$ cat src/rtl/div32u16_seq.sv
// Sequential radix-2 restoring divider, 32/16 -> 16-bit quotient and remainder, one op in flight.
// Latency: N = 16-APPROX_BITS cycles after acceptance (errors: result right after acceptance).
// Backpressure: in_ready only in IDLE; result held in DONE until out_ready.
module div32u16_seq #(
    parameter int APPROX_BITS = 0
) (
    input  logic        clk,
    input  logic        rst_n,
    input  logic        in_valid,
    output logic        in_ready,
    input  logic [31:0] A,
    input  logic [15:0] B,
    output logic        out_valid,
    input  logic        out_ready,
    output logic [15:0] Q,
    output logic [15:0] R,
    output logic        err_div0,
    output logic        err_ovf
);

    localparam int N = 16 - APPROX_BITS;
    localparam logic [4:0] LAST = 5'(N - 1);

    typedef enum logic [1:0] {IDLE, CALC, DONE} state_t;

    state_t      state_q, state_d;
    logic [15:0] rem_q, rem_d;
    logic [15:0] dq_q, dq_d;
    logic [15:0] b_q, b_d;
    logic [15:0] q_q, q_d;
    logic [15:0] r_q, r_d;
    logic [4:0]  cnt_q, cnt_d;
    logic        out_valid_q, out_valid_d;
    logic        err_div0_q, err_div0_d;
    logic        err_ovf_q, err_ovf_d;

    logic [16:0] trial;
    logic [15:0] diff;
    logic        ge;
    logic [15:0] rem_step;
    logic [15:0] dq_step;

    always_comb begin
        // rem < b always holds, so a successful subtract fits in 16 bits
        trial    = {rem_q, dq_q[15]};
        diff     = trial[15:0] - b_q;
        ge       = (trial >= {1'b0, b_q});
        rem_step = ge ? diff : trial[15:0];
        dq_step  = {dq_q[14:0], ge};

        state_d     = state_q;
        rem_d       = rem_q;
        dq_d        = dq_q;
        b_d         = b_q;
        q_d         = q_q;
        r_d         = r_q;
        cnt_d       = cnt_q;
        out_valid_d = out_valid_q;
        err_div0_d  = err_div0_q;
        err_ovf_d   = err_ovf_q;

        case (state_q)
            IDLE: begin
                if (in_valid) begin
                    if (B == 16'd0) begin
                        state_d     = DONE;
                        q_d         = 16'hFFFF;
                        r_d         = 16'd0;
                        err_div0_d  = 1'b1;
                        err_ovf_d   = 1'b0;
                        out_valid_d = 1'b1;
                    end else if (A[31:16] >= B) begin
                        state_d     = DONE;
                        q_d         = 16'hFFFF;
                        r_d         = 16'd0;
                        err_div0_d  = 1'b0;
                        err_ovf_d   = 1'b1;
                        out_valid_d = 1'b1;
                    end else begin
                        state_d    = CALC;
                        rem_d      = A[31:16];
                        dq_d       = A[15:0];
                        b_d        = B;
                        err_div0_d = 1'b0;
                        err_ovf_d  = 1'b0;
                        cnt_d      = 5'd0;
                    end
                end
            end
            CALC: begin
                rem_d = rem_step;
                dq_d  = dq_step;
                cnt_d = cnt_q + 5'd1;
                if (cnt_q == LAST) begin
                    state_d     = DONE;
                    out_valid_d = 1'b1;
                    if (APPROX_BITS == 0) begin
                        q_d = dq_step;
                        r_d = rem_step;
                    end else begin
                        // skipped iterations leave the low quotient bits as zero
                        q_d = dq_step << APPROX_BITS;
                        r_d = 16'd0;
                    end
                end
            end
            DONE: begin
                if (out_ready) begin
                    state_d     = IDLE;
                    out_valid_d = 1'b0;
                end
            end
            default: begin
                state_d     = IDLE;
                out_valid_d = 1'b0;
            end
        endcase
    end

    always_ff @(posedge clk or negedge rst_n) begin
        if (!rst_n) begin
            state_q     <= IDLE;
            rem_q       <= 16'd0;
            dq_q        <= 16'd0;
            b_q         <= 16'd0;
            q_q         <= 16'd0;
            r_q         <= 16'd0;
            cnt_q       <= 5'd0;
            out_valid_q <= 1'b0;
            err_div0_q  <= 1'b0;
            err_ovf_q   <= 1'b0;
        end else begin
            state_q     <= state_d;
            rem_q       <= rem_d;
            dq_q        <= dq_d;
            b_q         <= b_d;
            q_q         <= q_d;
            r_q         <= r_d;
            cnt_q       <= cnt_d;
            out_valid_q <= out_valid_d;
            err_div0_q  <= err_div0_d;
            err_ovf_q   <= err_ovf_d;
        end
    end

    assign in_ready  = (state_q == IDLE);
    assign out_valid = out_valid_q;
    assign Q         = q_q;
    assign R         = r_q;
    assign err_div0  = err_div0_q;
    assign err_ovf   = err_ovf_q;

endmodule

$ cat config.mk
export PLATFORM = sky130hd
export DESIGN_NAME = div32u16_seq
export DESIGN_NICKNAME = d
export VERILOG_FILES = /design/src/rtl/div32u16_seq.sv
export SDC_FILE = /design/constraint.sdc
export NUM_CORES = 1
export LEC_CHECK = 0
export CORE_MARGIN = 8
export CORE_UTILIZATION = 48
export DETAILED_ROUTE_END_ITERATION = 8
export PLACE_DENSITY = 0.81
export SYNTH_ARGS = -nofsm -noshare
export SYNTH_HDL_FRONTEND = slang
export SYNTH_SLANG_ARGS = --single-unit
$ cat constraint.sdc
create_clock -name clk -period 3.2 [get_ports clk]
set_input_delay 0.48 -clock clk [delete_from_list [all_inputs] [get_ports clk]]
set_output_delay 0.48 -clock clk [all_outputs]
set_load 0.005 [all_outputs]
==> results of run 1 <==
-- metrics by stage --
| stage | util [%] | std cells | area (sq um) | total power [mW] | worst slack [ns] |
|---|---|---|---|---|---|
| floorplan | - | 544 | 5064 | 4.651 | 0.2374 |
| global placement | 60.14 | 761 | 6181 | 5.790 | -0.03765 |
| detailed placement | 60.14 | 761 | 6181 | 5.947 | -0.03943 |
| CTS | 62.17 | 777 | 6390 | 6.824 | 0.1584 |
| global route | 62.24 | 777 | 6396 | 7.384 | -0.002360 |
| finish | 62.24 | 777 | 6396 | 6.830 | 0.1809 |
-- worst max-delay path by stage --
stage	to	slack, ns	depth (start not counted)
6_report	R[14]$_DFFE_PN0P_	0.18	13
5_1_grt	R[8]$_DFFE_PN0P_	-0.002	10
4_1_cts	R[14]$_DFFE_PN0P_	0.16	13
3_5_place_dp	rem_q[10]$_DFFE_PN0P_	-0.04	10
3_3_place_gp	rem_q[11]$_DFFE_PN0P_	-0.04	10
2_1_floorplan	rem_q[2]$_DFFE_PN0P_	0.24	11
-- sequential cells by signal (all words and copies together), names as in the netlist --
name	cells
R	16
b_q	16
err_div0	1
rem_q	16
dq_q	16
state_q	2
out_valid	1
err_ovf	1
Q	16
cnt_q	5
-- routing by layer --
| layer | track usage, % | up-vias | part of all wire, % |
|---|---|---|---|
| met3 | 4.617 | 14 | 6.9 |
| met5 | 0 | - | 0 |
| met2 | 31.37 | 122 | 48 |
| met4 | 8.300 | 0 | 1.9 |
| li1 | - | 2081 | - |
| met1 | 24.00 | 2072 | 43 |
-- placed cells by master (no fill, tap or decap), types with 5 or more instances in the layout --
cell,Yosys,final
a22oi_1,8,8
dfrtp_1,90,90
mux2i_1,25,25
clkbuf_8,1,9
a211oi_1,7,7
nand2_1,59,59
nor2b_1,12,9
ha_1,34,34
xor2_1,6,6
mux2_2,10,10
o21ai_1,9,9
nor4_1,6,5
o21ai_0,38,38
nand3_1,7,7
buf_4,0,17
clkdlybuf4s50_1,0,86
inv_1,36,36
a21oi_1,64,64
nor2_1,53,53
-- where the power goes --
part	switching (mW)	leakage, nW	internal [mW]	total, mW
logic	2.19	1.63	1.88	4.06
registers	0.303	1.05	1.63	1.93
clock network	0.459	0.103	0.375	0.834
total	2.95	2.78	3.88	6.83
-- critical path: cells and delay by family (launching register included) --
family / cells / cell delay [ns]
adder cells (fa/ha/maj): 2 / 0.58
flip-flops: 1 / 0.40
buffers and inverters: 3 / 0.34
AO/OA/AOI/OAI: 5 / 0.87
AND/OR/NAND/NOR: 3 / 0.72
-- kinds of logic (layout without fill, tap and decap cells) --
| logic type | Yosys count | in the layout | share of synthesized area (%) |
|---|---|---|---|
| AO/OA/AOI/OAI | 155 | 155 | 18.63 |
| XOR/XNOR | 10 | 10 | 1.730 |
| adder cells (fa/ha/maj) | 35 | 35 | 8.797 |
| buffers and inverters | 61 | 158 | 5.065 |
| flip-flops | 90 | 90 | 44.48 |
| multiplexers | 35 | 35 | 7.166 |
| AND/OR/NAND/NOR | 158 | 158 | 14.13 |
-- repair_timing --
action,4_1_cts,5_1_grt
endpoints found under the hold margin,0,0
setup endpoints to repair,0,2
hold buffers,0,0
resized for setup,0,1
-- final cells by class --
| cell class | instances | area share, % |
|---|---|---|
| clock buffers | 9 | 1.937 |
| clock inverters | 7 | 1.330 |
| repair buffers | 106 | 16.39 |
| flip-flops and latches | 90 | 35.21 |
| well taps | 136 | 2.660 |
| inverters | 36 | 2.113 |
| multi-input cells | 393 | 40.36 |
-- synth_stat cells (all sizes together), types with 2 or more instances --
cell type	n	area, sq um
o211ai	2	15.01
a31oi	2	12.51
nand2b	4	25.02
buf	5	36.28
nor2b	12	75.07
a221o	2	20.02
nand4	4	25.02
nand3	7	35.03
nand3b	2	15.01
dfrtp	90	2252
clkbuf	20	85.08
nor4	6	37.54
mux2i	25	250.2
a211o	2	18.77
o21a	2	15.01
xnor2	4	35.03
o21ai	48	244.0
inv	36	135.1
or3	4	27.52
a22oi	8	60.06
ha	34	425.4
and3	2	13.77
a21oi	65	329.1
mux2	10	112.6
o31ai	3	22.52
a22o	2	17.52
xor2	6	52.55
a211oi	8	65.06
nor2	53	198.9
a21o	4	30.03
nand2	59	221.5
==> out/results.tsv, run 1 <==
stage	metric	value	unit
logic_synthesis	post-synthesis sequential area ratio	44.48	%
clock_network	Root Driver	clkbuf_8	
die	row count	37	
sta	Slew Limit Fails	0	
setup_path	critical path's slowest cell	fa_1	
cells_and_area	multi-input logic area	0.002581	sq mm
route	drt wl/cell	17.13	microns
setup_path	WP data required	3.45	ns
setup_path	r2r endpoint	R[14]$_DFFE_PN0P_	
route	DRC viols	0	
placed_design	Post-DP HPWL	9.743	mm
cells_and_area	Register Area	0.002252	sq mm
cells_and_area	Antenna diodes	0	
sta	Hold Vio Cnt, Final	0	
sta	Period Utilization, post-route	94.35	%
setup_path	startpoint types	register	
logic_synthesis	Cells after Synth	544	
sta	f_max	331.2	MHz
placed_design	PortBufs	87	
die	core area	0.01028	sq mm
logic_synthesis	Avg Inst Size Synth	9.308	sq um
sta	Hold WS	0.3369	ns
clock_network	postcts setup bufs	0	
global_route	initial antenna violation count	0	
route	Via Count	4289	
sta	Slew headroom	23.84	%
outcome	outcome	finished, final reports clean	
clock_network	Worst-path clk slew	0.10	ns
setup_path	reg2reg path depth	13	
route	DRT Wirelength	13.31	mm
job	Max-Cap Viols	0	
cells_and_area	fillers	887	
global_route	total gr overflow	0	
setup_path	crit path kind	reg2reg	
clock_network	H-tree Lvls	3	
die	Die Wd	118.7	microns
setup_path	crit path launch	dq_q[15]$_DFFE_PN0P_	
cells_and_area	layout cells sized above 1	9.672	%
clock_network	CTS buffer count	9	
logic_synthesis	Main synth FF type	dfrtp_1	
power	PD cells	1068	mW/mm^2
logic_synthesis	EDFF count, synth	0	
setup_path	reg2reg setup slack	0.18	ns
clock_network	Clock Latency Late Sink	0.37	ns
die	die height	118.7	microns
setup_path	Reg2Reg Launch Point	dq_q[15]$_DFFE_PN0P_	
logic_synthesis	warnings from Yosys	0	
setup_path	worst stage delay on the critical path	0.43	ns
logic_synthesis	Async SR Flop Fraction	100.0	%
setup_path	CP cell instances	inv_1 -> ha_1 -> inv_1 -> fa_1 -> a211oi_1 -> o21ai_0 -> a21oi_1 -> nand2b_1 -> a21oi_1 -> and4b_1 -> nor4_2 -> buf_4 -> o31ai_1	
route	Iteration-0 DRC Markers	332	
sta	min Tclk post-route	3.019	ns
global_route	first-pass GRT wire length	22.14	mm
die	IO Count	88	
route	Via density	5.520	
setup_path	Critical Path AT	3.27	ns
die	Die Footprint	0.01409	sq mm
logic_synthesis	Mapped Nets	631	
worst_hold_path	Hold/Removal Path Class	in2async	
clock_network	clock buffer depth	2	
sta	final setup TNS	0	ns
setup_path	largest fanout on the critical path	3	
logic_synthesis	#FFs+latches synth	90	
power	worst vdd ir	427.3	uV
cells_and_area	Area Growth Syn to Fin	26.32	%
die	Starting Density	49.27	%
clock_network	CTS Sinks	90	
global_route	GRT Util Overall	19.28	%
power	Pleak	2.781	nW
global_route	largest net degree at the start of global routing	91	
sta	clock skew	0.01723	ns
setup_path	endpoint class of the critical path	register	
clock_network	TritonCTS clock tree	yes	
sta	Worst-Margin Slew	1.142	ns
logic_synthesis	post-synthesis cell area	0.005064	sq mm
route	antenna violation net count after detailed routing	0	
logic_synthesis	Cell variety after synth	54	
sta	Setup Viol. Count Final	0	
route	TritonRoute pass-1 iters	5	
placed_design	GPL Wtd Cong	0.8933	
global_route	vias in the first global route	4472	
cells_and_area	final net count	723	
(Power assumes the default switching activity.)
==> inputs of run 2 (changes only) <==
--- a/config.mk
+++ b/config.mk
@@ -9,6 +9,7 @@
 export CORE_UTILIZATION = 48
 export DETAILED_ROUTE_END_ITERATION = 8
 export PLACE_DENSITY = 0.81
+export SKIP_CTS_REPAIR_TIMING = 1
 export SYNTH_ARGS = -nofsm -noshare
 export SYNTH_HDL_FRONTEND = slang
 export SYNTH_SLANG_ARGS = --single-unit
==> results of run 2 <==
Final layout, timing and power as in run 1 (identical DEF).
